<file path="src/rtl/medidor_periodo.sv">
// -----------------------------------------------------------------------------
// medidor_periodo
// Measures the period of a slow (divided) clock in cycles of the fast system
// clock. It reports every measured period and flags loss of the slow clock.
// It asserts lock once enough consecutive periods have matched the expected
// division ratio. Used as a health monitor for the clock dividers.
//
// Optional feature macro: DUTY_MEAS_EN
//   defined   : a second counter measures how many cycles slow_in was high
//               during each period and reports it on high_time.
//   undefined : no high counter is built; high_time is tied to 0.
//
// Parameters
//   CNT_W    : width of the cycle counter and the period/high_time outputs
//   EXPECTED : nominal period, in clk cycles
//   TOL      : a period matches when |period-EXPECTED| <= TOL
//   LOCK_CNT : consecutive matching periods needed to assert locked (>=1)
//   TIMEOUT  : cycles without a rising edge before loss is declared (< 2**CNT_W)
//
// Ports
//   clk          in   1      system clock, rising edge
//   rst_n        in   1      asynchronous reset, active low
//   slow_in      in   1      divided clock to monitor (asynchronous)
//   period       out  CNT_W  last measured period, in clk cycles
//   period_valid out  1      one-cycle pulse when period updates
//   high_time    out  CNT_W  cycles slow_in was high in the last period
//   locked       out  1      LOCK_CNT consecutive periods within EXPECTED+-TOL
//   timeout      out  1      no rising edge for TIMEOUT cycles
// -----------------------------------------------------------------------------
module medidor_periodo #(
    parameter int CNT_W    = 8,
    parameter int EXPECTED = 100,
    parameter int TOL      = 1,
    parameter int LOCK_CNT = 4,
    parameter int TIMEOUT  = 200
) (
    input  logic             clk,
    input  logic             rst_n,
    input  logic             slow_in,
    output logic [CNT_W-1:0] period,
    output logic             period_valid,
    output logic [CNT_W-1:0] high_time,
    output logic             locked,
    output logic             timeout
);

    localparam int               MC_W   = $clog2(LOCK_CNT + 1);
    localparam logic [CNT_W-1:0] ONE_V  = CNT_W'(1);
    localparam logic [CNT_W-1:0] TO_V   = CNT_W'(TIMEOUT);
    localparam logic [CNT_W:0]   EXP_V  = (CNT_W+1)'(EXPECTED);
    localparam logic [CNT_W:0]   TOL_V  = (CNT_W+1)'(TOL);
    localparam logic [MC_W-1:0]  LOCK_V = MC_W'(LOCK_CNT);
    localparam logic [MC_W-1:0]  MC_ONE = MC_W'(1);

    typedef enum logic [0:0] {
        WAIT_EDGE = 1'b0,
        COUNTING  = 1'b1
    } state_t;

    // Distance to EXPECTED is taken one bit wider so the subtraction never wraps.
    function automatic logic within_tol(input logic [CNT_W-1:0] c);
        logic [CNT_W:0] cx;
        logic [CNT_W:0] d;
        cx = {1'b0, c};
        if (cx >= EXP_V) begin
            d = cx - EXP_V;
        end else begin
            d = EXP_V - cx;
        end
        return (d <= TOL_V);
    endfunction

    logic             r_sync1;
    logic             r_sync2;
    logic             r_sync_d;
    logic             r_rise;
    state_t           r_state;
    state_t           w_state_next;
    logic [CNT_W-1:0] r_cnt;
    logic [MC_W-1:0]  r_match_cnt;
    logic [MC_W-1:0]  w_match_inc;
    logic             w_match;
    logic             w_cnt_at_to;
    logic [CNT_W-1:0] r_period;
    logic             r_period_valid;
    logic             r_locked;
    logic             r_timeout;

    // Two-flop synchroniser followed by a registered rising-edge detector.
    always_ff @(posedge clk or negedge rst_n) begin
        if (!rst_n) begin
            r_sync1  <= 1'b0;
            r_sync2  <= 1'b0;
            r_sync_d <= 1'b0;
            r_rise   <= 1'b0;
        end else begin
            r_sync1  <= slow_in;
            r_sync2  <= r_sync1;
            r_sync_d <= r_sync2;
            r_rise   <= r_sync2 & ~r_sync_d;
        end
    end

    // State register.
    always_ff @(posedge clk or negedge rst_n) begin
        if (!rst_n) begin
            r_state <= WAIT_EDGE;
        end else begin
            r_state <= w_state_next;
        end
    end

    // Next state, period match and saturating match-count increment.
    always_comb begin
        w_state_next = r_state;
        w_cnt_at_to  = (r_cnt == TO_V);
        w_match      = within_tol(r_cnt);
        if (r_match_cnt == LOCK_V) begin
            w_match_inc = r_match_cnt;
        end else begin
            w_match_inc = r_match_cnt + MC_ONE;
        end
        case (r_state)
            WAIT_EDGE: begin
                if (r_rise) begin
                    w_state_next = COUNTING;
                end else begin
                    w_state_next = WAIT_EDGE;
                end
            end
            COUNTING: begin
                // A rise coinciding with the timeout still counts as a period.
                if (r_rise) begin
                    w_state_next = COUNTING;
                end else if (w_cnt_at_to) begin
                    w_state_next = WAIT_EDGE;
                end else begin
                    w_state_next = COUNTING;
                end
            end
            default: begin
                w_state_next = WAIT_EDGE;
            end
        endcase
    end

    // Period counter, period/lock/timeout reporting.
    always_ff @(posedge clk or negedge rst_n) begin
        if (!rst_n) begin
            r_cnt          <= {CNT_W{1'b0}};
            r_match_cnt    <= {MC_W{1'b0}};
            r_period       <= {CNT_W{1'b0}};
            r_period_valid <= 1'b0;
            r_locked       <= 1'b0;
            r_timeout      <= 1'b0;
        end else begin
            r_period_valid <= 1'b0;
            if (r_rise) begin
                r_cnt <= ONE_V;
            end else if (!w_cnt_at_to) begin
                r_cnt <= r_cnt + ONE_V;
            end
            if (r_rise) begin
                r_timeout <= 1'b0;
                // The first rise after WAIT_EDGE only starts a measurement.
                if (r_state == COUNTING) begin
                    r_period       <= r_cnt;
                    r_period_valid <= 1'b1;
                    if (w_match) begin
                        r_match_cnt <= w_match_inc;
                        r_locked    <= (w_match_inc == LOCK_V);
                    end else begin
                        r_match_cnt <= {MC_W{1'b0}};
                        r_locked    <= 1'b0;
                    end
                end
            end else if ((r_state == COUNTING) && w_cnt_at_to) begin
                r_timeout   <= 1'b1;
                r_locked    <= 1'b0;
                r_match_cnt <= {MC_W{1'b0}};
            end
        end
    end

`ifdef DUTY_MEAS_EN
    logic [CNT_W-1:0] r_high_cnt;
    logic [CNT_W-1:0] r_high_time;

    // High-time counter; the sample taken on the rise cycle belongs to the new period.
    always_ff @(posedge clk or negedge rst_n) begin
        if (!rst_n) begin
            r_high_cnt  <= {CNT_W{1'b0}};
            r_high_time <= {CNT_W{1'b0}};
        end else if (r_rise) begin
            r_high_cnt <= r_sync2 ? ONE_V : {CNT_W{1'b0}};
            if (r_state == COUNTING) begin
                r_high_time <= r_high_cnt;
            end
        end else if ((r_state == COUNTING) && r_sync2 && (r_high_cnt != {CNT_W{1'b1}})) begin
            r_high_cnt <= r_high_cnt + ONE_V;
        end
    end

    assign high_time = r_high_time;
`else
    assign high_time = {CNT_W{1'b0}};
`endif

    assign period       = r_period;
    assign period_valid = r_period_valid;
    assign locked       = r_locked;
    assign timeout      = r_timeout;

endmodule

</file>
<file path="config.mk">
export PLATFORM = sky130hd
export DESIGN_NAME = medidor_periodo
export DESIGN_NICKNAME = d
export VERILOG_FILES = /design/src/rtl/medidor_periodo.sv
export SDC_FILE = /design/constraint.sdc
export NUM_CORES = 1
export LEC_CHECK = 0
export BUFFER_PORTS_ARGS = -buffer_cell sky130_fd_sc_hd__buf_2
export CORE_MARGIN = 2
export CORE_UTILIZATION = 35
export DETAILED_ROUTE_END_ITERATION = 6
export GPL_TIMING_DRIVEN = 0
export PLACE_DENSITY = 0.53
export SLEW_MARGIN = 20
export SYNTH_ARGS = -nofsm -noshare
export SYNTH_HDL_FRONTEND = slang
export SYNTH_SLANG_ARGS = --single-unit
</file>
<file path="constraint.sdc">
create_clock -name clk -period 2.7 [get_ports clk]
set_input_delay 0.54 -clock clk [delete_from_list [all_inputs] [get_ports clk]]
set_output_delay 0.54 -clock clk [all_outputs]
set_load 0.01 [all_outputs]
</file>
==> results summary, run 1 <==
Of the post-synthesis cell area, the part taken by muxes is under 10%. The vertical die dimension came out at 71.7 um. On the final layout, the worst clock skew is 0.00176 ns.

The area added between synthesis and finish is 12.6%. For this configuration, the core starts out at a cell density of 36.6%. The overall power consumption came out at 1170 uW. The final number of hold-violating endpoints is 0. The worst setup path is captured at a flip-flop.

In the final layout, the share of cells above drive strength 1 is between 20% and 30%. The worst reg2reg path depth came out at 8. The switching part of the total power came out at approximately 37%.

The total of endpoints with negative setup slack in the final report came out at 0. The max-slew violation count came out at 0. The number of buffers added on ports is 13. The number of resized instances in the post-cts repair step is 0.

The number of buffers inserted by post-CTS setup repair came out at 0. The mean area per synthesized cell is about 10 um2. The total net switching power is 437 uW. The global-route wire length before repair is 5420 um.

The residual antenna-violating net count after detailed routing came out at 0. The total wire length is 3080 um. The flow ran to the end, and the final reports show no timing, DRC or antenna violations. The worst ir drop on vdd is 0.000213 V. The placed cell count came out at 231. Entering global routing, the biggest net connects 28 pins. By area, the combinational part of the netlist is dominated by compound AO/OA/AOI/OAI gates. The full die area came out at 5140 um2. In the final timing run, aggregate negative setup slack is 0 ns. For the pin with the worst max-slew slack, the measured transition is about 0.61 ns.

The DRC violations left is 0. The maximum clock frequency came out at 414 MHz. The region available for standard cell placement spans 4380 um2. Clock-pin slew was measured on the worst setup and hold paths at around 0.09 ns. The final cell area excluding filler cells came out at roughly 1800 um2. The required time reported for the critical path endpoint is 2.89 ns.

The number of cells in the finished layout apart from fillers is about 240. The tree is rooted in a clkbuf_8. The total number of vias is 1,165. In this run the tightest slew margin relative to its limit is 59.3%.

The chip width is 71.7 um. Synthesis instantiated 45 different standard cells from the library. The final critical path time including I/O delays and setup is 2.42 ns. The final-stage net count came out at between 150 and 200. The instance count of the mapped netlist came out at 159.

The placed instance area came out at 1760 um2. The end-of-flow core utilization came out at 41.2%. The synthesized design contains 27 register bits.

The aggregate global-route resource usage came out at 13.2%. The first routing iteration left 20 violations. The source-to-sink clock delay at the later pin of the worst-skew pair came out at 0.27 ns. The placer congestion estimate came out at just under 0.8. In this run, synthesis inferred 0 flip-flops with an integrated enable. The via count normalized by instance count came out at 4.96. The post-synthesis simple-gate area fraction came out at between 10% and 20%. The maximum count of clock buffers along a single path is 2. Internal power comes to approximately 730 uW.

Of the total synthesized cell area, the portion taken by XOR and XNOR cells is 4.91%. The clock network fraction of total power came out at 19.4%. Of all flip-flops after synthesis, the portion carrying an async set or reset was 100%. The total number of placement rows is 24.

The primary flip-flop cell chosen by synthesis mapping is dfrtp_1. The via count of the first global-routing pass is 1,224. The final critical-path share of the clock period is 89.6%. The count of pins on the block boundary came out at 22.

Summing the sequential cell areas from Yosys gives 42.1% of the chip area. Data arrives at the worst endpoint at about 2.6 ns. The total power divided by cell area came out at 647 nW/um2. The number of maximum-capacitance violations came out at 0. CTS built an H-tree with a depth of 1. The type of the setup path with the least slack is flip-flop to flip-flop. The Yosys warning count is 0. TritonCTS built the clock tree. The first detailed-routing pass ran for 4 iterations. In this run, CTS created clock tree buffers numbering 3. Counting every sink on the clock net gives 27. The leakage power summed over all cells is 0.000854 uW. The HPWL after detailed placement is 2350 um.

The largest driver fanout on the critical path came out at 8. The number of antenna diodes in the final layout is 0. The share of power burned in combinational logic is 37.2%. Setup repair after global routing left no endpoint under its margin. The initial antenna violation count came to 0. For this design, the CTS-stage hold fixing added 0 buffers. The type of element launching the critical path is a flip-flop. The class of the most critical hold timing path is input pin to asynchronous set/reset pin.

After synthesis the cells add up to 1600 um2. The adder-cell share of the synthesized area came out at 7.02%. The share of total power dissipated in sequential elements is around 43%. Global routing finished with a remaining overflow of 0. The synthesized netlist devotes between 10% and 20% of its cell area to compound gates. The wire length per cell after detailed routing is 13.1 um.
[power groups by stage]
stage / combinational (uW) / sequential, uW / clock [uW]
final: 435 / 508 / 226
after global routing: 483 / 520 / 257
after CTS: 437 / 509 / 242
after detailed placement: 435 / 517 / 0
after global placement: 426 / 513 / 0
after floorplan: 324 / 517 / 0
[path summary, 6_finish.rpt]
| path | startpoint | to | slack [ns] |
|---|---|---|---|
| hold / removal | rst_n | r_cnt[0] | 0.27 |
| max in group asynchronous | rst_n | r_cnt[7] | 2.03 |
| setup / recovery | r_cnt[2] | locked | 0.28 |
| min in group clk | r_sync1 | r_sync2 | 0.36 |
| setup reg to reg | r_cnt[2] | locked | 0.28 |
| hold reg to reg | r_sync1 | r_sync2 | 0.36 |
[routing by layer]
metal	share of wire [%]	vias to the layer above	track usage [%]	wire, um
li1	-	579	-	-
met1	46	546	16.0	1400
met2	48	33	23.5	1480
met3	4.5	7	2.11	138
met4	2.0	0	5.03	63
met5	0	-	0	0
[state kept, by name, indices dropped and copies added (netlist names)]
| register | count |
|---|---|
| r_rise | 1 |
| r_match_cnt | 3 |
| r_sync1 | 1 |
| locked | 1 |
| r_state | 1 |
| period | 8 |
| r_sync_d | 1 |
| r_sync2 | 1 |
| timeout | 1 |
| r_cnt | 8 |
| period_valid | 1 |
[through the flow]
stage                     hold WS (ns)  setup WS [ns]
final                            0.269          0.282
after global routing             0.295         0.0690
after CTS                        0.283          0.289
after detailed placement         0.339          0.316
after global placement           0.335          0.346
after floorplan                  0.244          0.612
[Yosys cell counts, types with 3 or more instances]
cell / count / share of area (%)
dfrtp_1: 27 / 42
nand2_1: 17 / 4.0
inv_1: 11 / 2.6
o21ai_0: 10 / 3.1
a21oi_1: 9 / 2.8
ha_1: 9 / 7.0
nor2_1: 9 / 2.1
buf_4: 8 / 3.7
xnor2_1: 6 / 3.3
a41oi_1: 3 / 1.6
buf_6: 3 / 2.1
clkbuf_1: 3 / 0.70
mux2_2: 3 / 2.1
nor3_1: 3 / 0.94
xor2_1: 3 / 1.6
[logic make-up after synthesis]
| group | after synthesis |
|---|---|
| fa+ha+maj | 9 |
| compound gates | 36 |
| other cells | 1 |
| buf+inv | 25 |
| mux | 3 |
| simple gates | 49 |
| xor+xnor | 9 |
| flops | 27 |
[cell usage in the layout, fill, tap and decap left out, types with 6 or more instances in the layout]
master,n
o21ai_0,10
inv_1,11
dfrtp_1,27
buf_4,8
a21oi_1,9
nand2_1,17
buf_2,13
conb_1,8
xnor2_1,6
ha_1,9
nor2_1,9
[layout make-up]
class | count | area [um2]
clock buffers | 3 | 41.3
flip-flops and latches | 27 | 676
clock inverters | 1 | 5.00
inverters | 11 | 41.3
plain buffers | 14 | 105
repair buffers | 13 | 65.1
multi-input cells | 114 | 808
fillers | 432 | 2580
well taps | 52 | 65.1
[critical path, stage by stage (launching register included)]
cell     delay [ns]
dfrtp_1        0.52
inv_1          0.24
ha_1           0.25
a21oi_1        0.22
o21ai_1        0.10
xor2_1         0.17
o41ai_4        0.42
nand3_2        0.17
o31ai_2        0.23
Power figures use the tool's default switching activity.
==> run 2: changes to the inputs <==
--- a/config.mk
+++ b/config.mk
@@ -5,6 +5,7 @@
 export SDC_FILE = /design/constraint.sdc
 export NUM_CORES = 1
 export LEC_CHECK = 0
+export ABC_AREA = 1
 export BUFFER_PORTS_ARGS = -buffer_cell sky130_fd_sc_hd__buf_2
 export CORE_MARGIN = 2
 export CORE_UTILIZATION = 35
==> run 2 against run 1 <==
Net effect: via count grew 16%; design area grew 4.4%; global-route usage grew 0.92 points; synthesized cell count grew 36%; critical path type unchanged; largest cell class unchanged; highest routed layer unchanged.
==> results summary, run 2 <==
Yosys printed 0 warnings. The class of the most critical hold timing path is input pin to asynchronous set/reset pin. The top-area cell type share of the netlist area is 40.3%. The post-route setup TNS is 0 ns.

The area added between synthesis and finish is 12.5%. The chip width is 73.2 um. The final critical-path share of the clock period came out at 71.7%. The CTS buffer count came out at 3. The violation count after the first detailed-route iteration is 57.

The maximum clock frequency is approximately 520 MHz. The via count of the first global-routing pass came to 1,306. In the synthesized netlist the dominant register cell turns out to be dfrtp_1.

The vertical die dimension is 73.2 um. The worst setup path is launched from a flip-flop. In this design, the critical path's most frequently occurring cell is nand2_1. Counting every instance in the synthesized netlist gives 216.

In this run the clock root is driven by a clkbuf_8. The count of nets left with antenna violations once routing finished came out at 0. Setup repair after global routing left no endpoint under its margin. In this design, the stage delay of the slowest critical-path cell is 0.47 ns. The total grt overflow came out at 0. Overall power consumption after layout is estimated at 1250 uW.

The async set-reset flop share out of synthesis is 100%. The aggregate global-route resource usage is 14.1%. The final cell area excluding filler cells came out at 1890 um2. STA puts the critical path data arrival time at roughly 2.2 ns. The end-of-flow core utilization came out at 40.5%. After clock tree synthesis, the clock-pin slew on the worst setup and hold paths is 0.10 ns.

After detailed routing, the average wire length per cell comes to ~12 um. The total wire length came out at 3390 um. The required time reported for the critical path endpoint is 2.91 ns. For this run, design rule violations remaining after detail routing come to 0. The placed instance area came out at about 1800 um2. The HPWL after detailed placement came out at approximately 2600 um.

The mean area per synthesized cell came out at 7.76 um2. After the last flow step, the layout net total stands at between 200 and 300. In the layout the commonest cells are nand2_1, dfrtp_1, inv_1. The final critical path time including I/O delays and setup came out at 1.93 ns. In the post-synthesis netlist, the biggest area contributors are dfrtp_1, nand2_1, ha_1. The total number of placement rows came out at 25. The capturing element type of the critical path is a flip-flop.

The number of levels in the clock H-tree came out at 1. The initial antenna violation count is 0. The total power divided by cell area is approximately 660 nW/um2. The global-route wire length before repair is just under 6000 um.

The number of buffer and inverter stages on the critical path came out at 1. The max-slew violation count is 0. Max-cap violations in this run came to 0. 0 antenna diodes ended up in the layout.

The post-synthesis register bit count came out at 27. The relative slew slack came out at 60.0%. The share of the Yosys chip area taken by registers is roughly two fifths.

The fraction of layout cells with a size suffix above 1 came out at 22.1%. The post-route clock skew is around 0.0088 ns. The most common library cell in the layout ignoring fill and taps is nand2_1. The source-to-sink clock delay at the later pin of the worst-skew pair is ~0.28 ns.

After clock tree synthesis, the repair step resized 0 gates. The worst ir drop on vdd came out at 0.000271 V. TritonCTS built the clock tree. The number of buffers inserted by post-CTS setup repair came out at 0. The hold-fix buffer count after cts came out at 0.

The total number of clock tree sinks is 27. Buffers placed on the I/O ports in this run total 13. Using the TritonRoute via totals, the vias-per-cell ratio works out to 4.60. The number of detailed-route iterations in the first pass came out at 4. The total number of vias is 1,353. The commonest cells after synthesis are nand2_1, dfrtp_1, inv_1. The leakage power summed over all cells is 0.00104 uW. The total of endpoints with negative setup slack in the final report is 0.

The die covers 5360 um2. The largest individual stage delay along the critical path comes from the cell dfrtp_1. The final number of hold-violating endpoints came out at 0. The library cell occupying the most area in the post-synthesis netlist is dfrtp_1. The number of flops mapped to enable cells by yosys is 0.

The count of pins on the block boundary is 22. The summed instance area of the synthesized netlist came out at 1680 um2. The worst setup path is of the flip-flop to flip-flop kind. The core box area is 4660 um2. The largest driver fanout on the critical path came out at 7. Walking the worst path, the cells encountered are inv_1 > ha_1 > nand2_1 > nand2_1 > nand2_1 > nand2_1 > nand2_1 > nand2_1 > nand2_1 > nand2_1 > nand2_2 > nor2_4 > nand2_2 > o21ai_2. Across all setup checks in the final design, the least slack found is 0.765 ns.

The most frequent cell after synthesis is nand2_1. Fill cells in the final layout number 507. Prior to clock tree synthesis, the placed netlist has a worst setup slack of 0.798 ns. The initial core utilization is 36.0%. Entering global routing, the biggest net connects 28 pins.

The flow ran to the end, and the final reports show no timing, DRC or antenna violations. The number of unique standard cell types used by synthesis is 29. The maximum count of clock buffers along a single path is 2.

The transition at the pin with the smallest max-transition slack is between 0.6 and 0.7 ns. The kind of cell with the highest combined delay along the critical path is simple AND/OR/NAND/NOR gates. The placer congestion estimate came out at 0.839.
## run 2: layer usage
metal	part of all wire (%)	GRT usage, %	routed length (um)	vias to the layer above
met4	0.74	3.50	25	0
met5	0	0	0	-
met1	50	18.1	1680	613
li1	-	-	-	717
met3	2.3	2.35	78	4
met2	47	24.5	1610	19
## run 2: worst paths after layout
kind / slack, ns / from / cells after the start / endpoint
setup / recovery: 0.77 / r_cnt[3] / 14 / r_match_cnt[1]
hold / removal: 0.25 / rst_n / 1 / r_sync_d
setup reg to reg: 0.77 / r_cnt[3] / 14 / r_match_cnt[1]
hold reg to reg: 0.36 / r_sync1 / 0 / r_sync2
max in group asynchronous: 2.05 / rst_n / 1 / r_match_cnt[0]
min in group clk: 0.35 / slow_in / 1 / r_sync1
## run 2: per-stage QoR
stage,std cells,hold WS (ns)
5_1_grt,294,0.294
3_3_place_gp,290,0.336
2_1_floorplan,223,0.244
6_report,294,0.248
4_1_cts,294,0.270
3_5_place_dp,290,0.339
## run 2: final cells by class
cell class | instances | area (um2) | share of cell area, %
Buffer | 11 | 80.1 | 4.25
Clock buffer | 3 | 41.3 | 2.19
Clock inverter | 1 | 8.76 | 0.464
Inverter | 29 | 109 | 5.77
Multi-Input combinational cell | 156 | 838 | 44.5
Sequential cell | 27 | 676 | 35.8
Tap cell | 54 | 67.6 | 3.58
Timing Repair Buffer | 13 | 65.1 | 3.45
## run 2: logic make-up after synthesis
| family | Yosys count | share of synthesized area [%] |
|---|---|---|
| buffers and inverters | 40 | 11.3 |
| AO/OA/AOI/OAI | 29 | 9.78 |
| AND/OR/NAND/NOR | 107 | 30.1 |
| other | 1 | 0.224 |
| flip-flops | 27 | 40.3 |
| adder cells (fa/ha/maj) | 9 | 6.72 |
| XOR/XNOR | 3 | 1.57 |
## run 2: worst reg2reg max path, cell delays in order, from the launching register on
cell	delay (ns)
dfrtp_1	0.47
inv_1	0.24
ha_1	0.19
nand2_1	0.10
nand2_1	0.14
nand2_1	0.09
nand2_1	0.06
nand2_1	0.04
nand2_1	0.06
nand2_1	0.05
nand2_1	0.07
nand2_2	0.07
nor2_4	0.09
nand2_2	0.09
o21ai_2	0.11
## run 2: where the power goes
group	leakage (uW)	internal (uW)	total, uW	switching, uW
sequential	0.000351	456	514	58.2
combinational	0.000667	175	490	315
clock	0.0000261	109	247	138
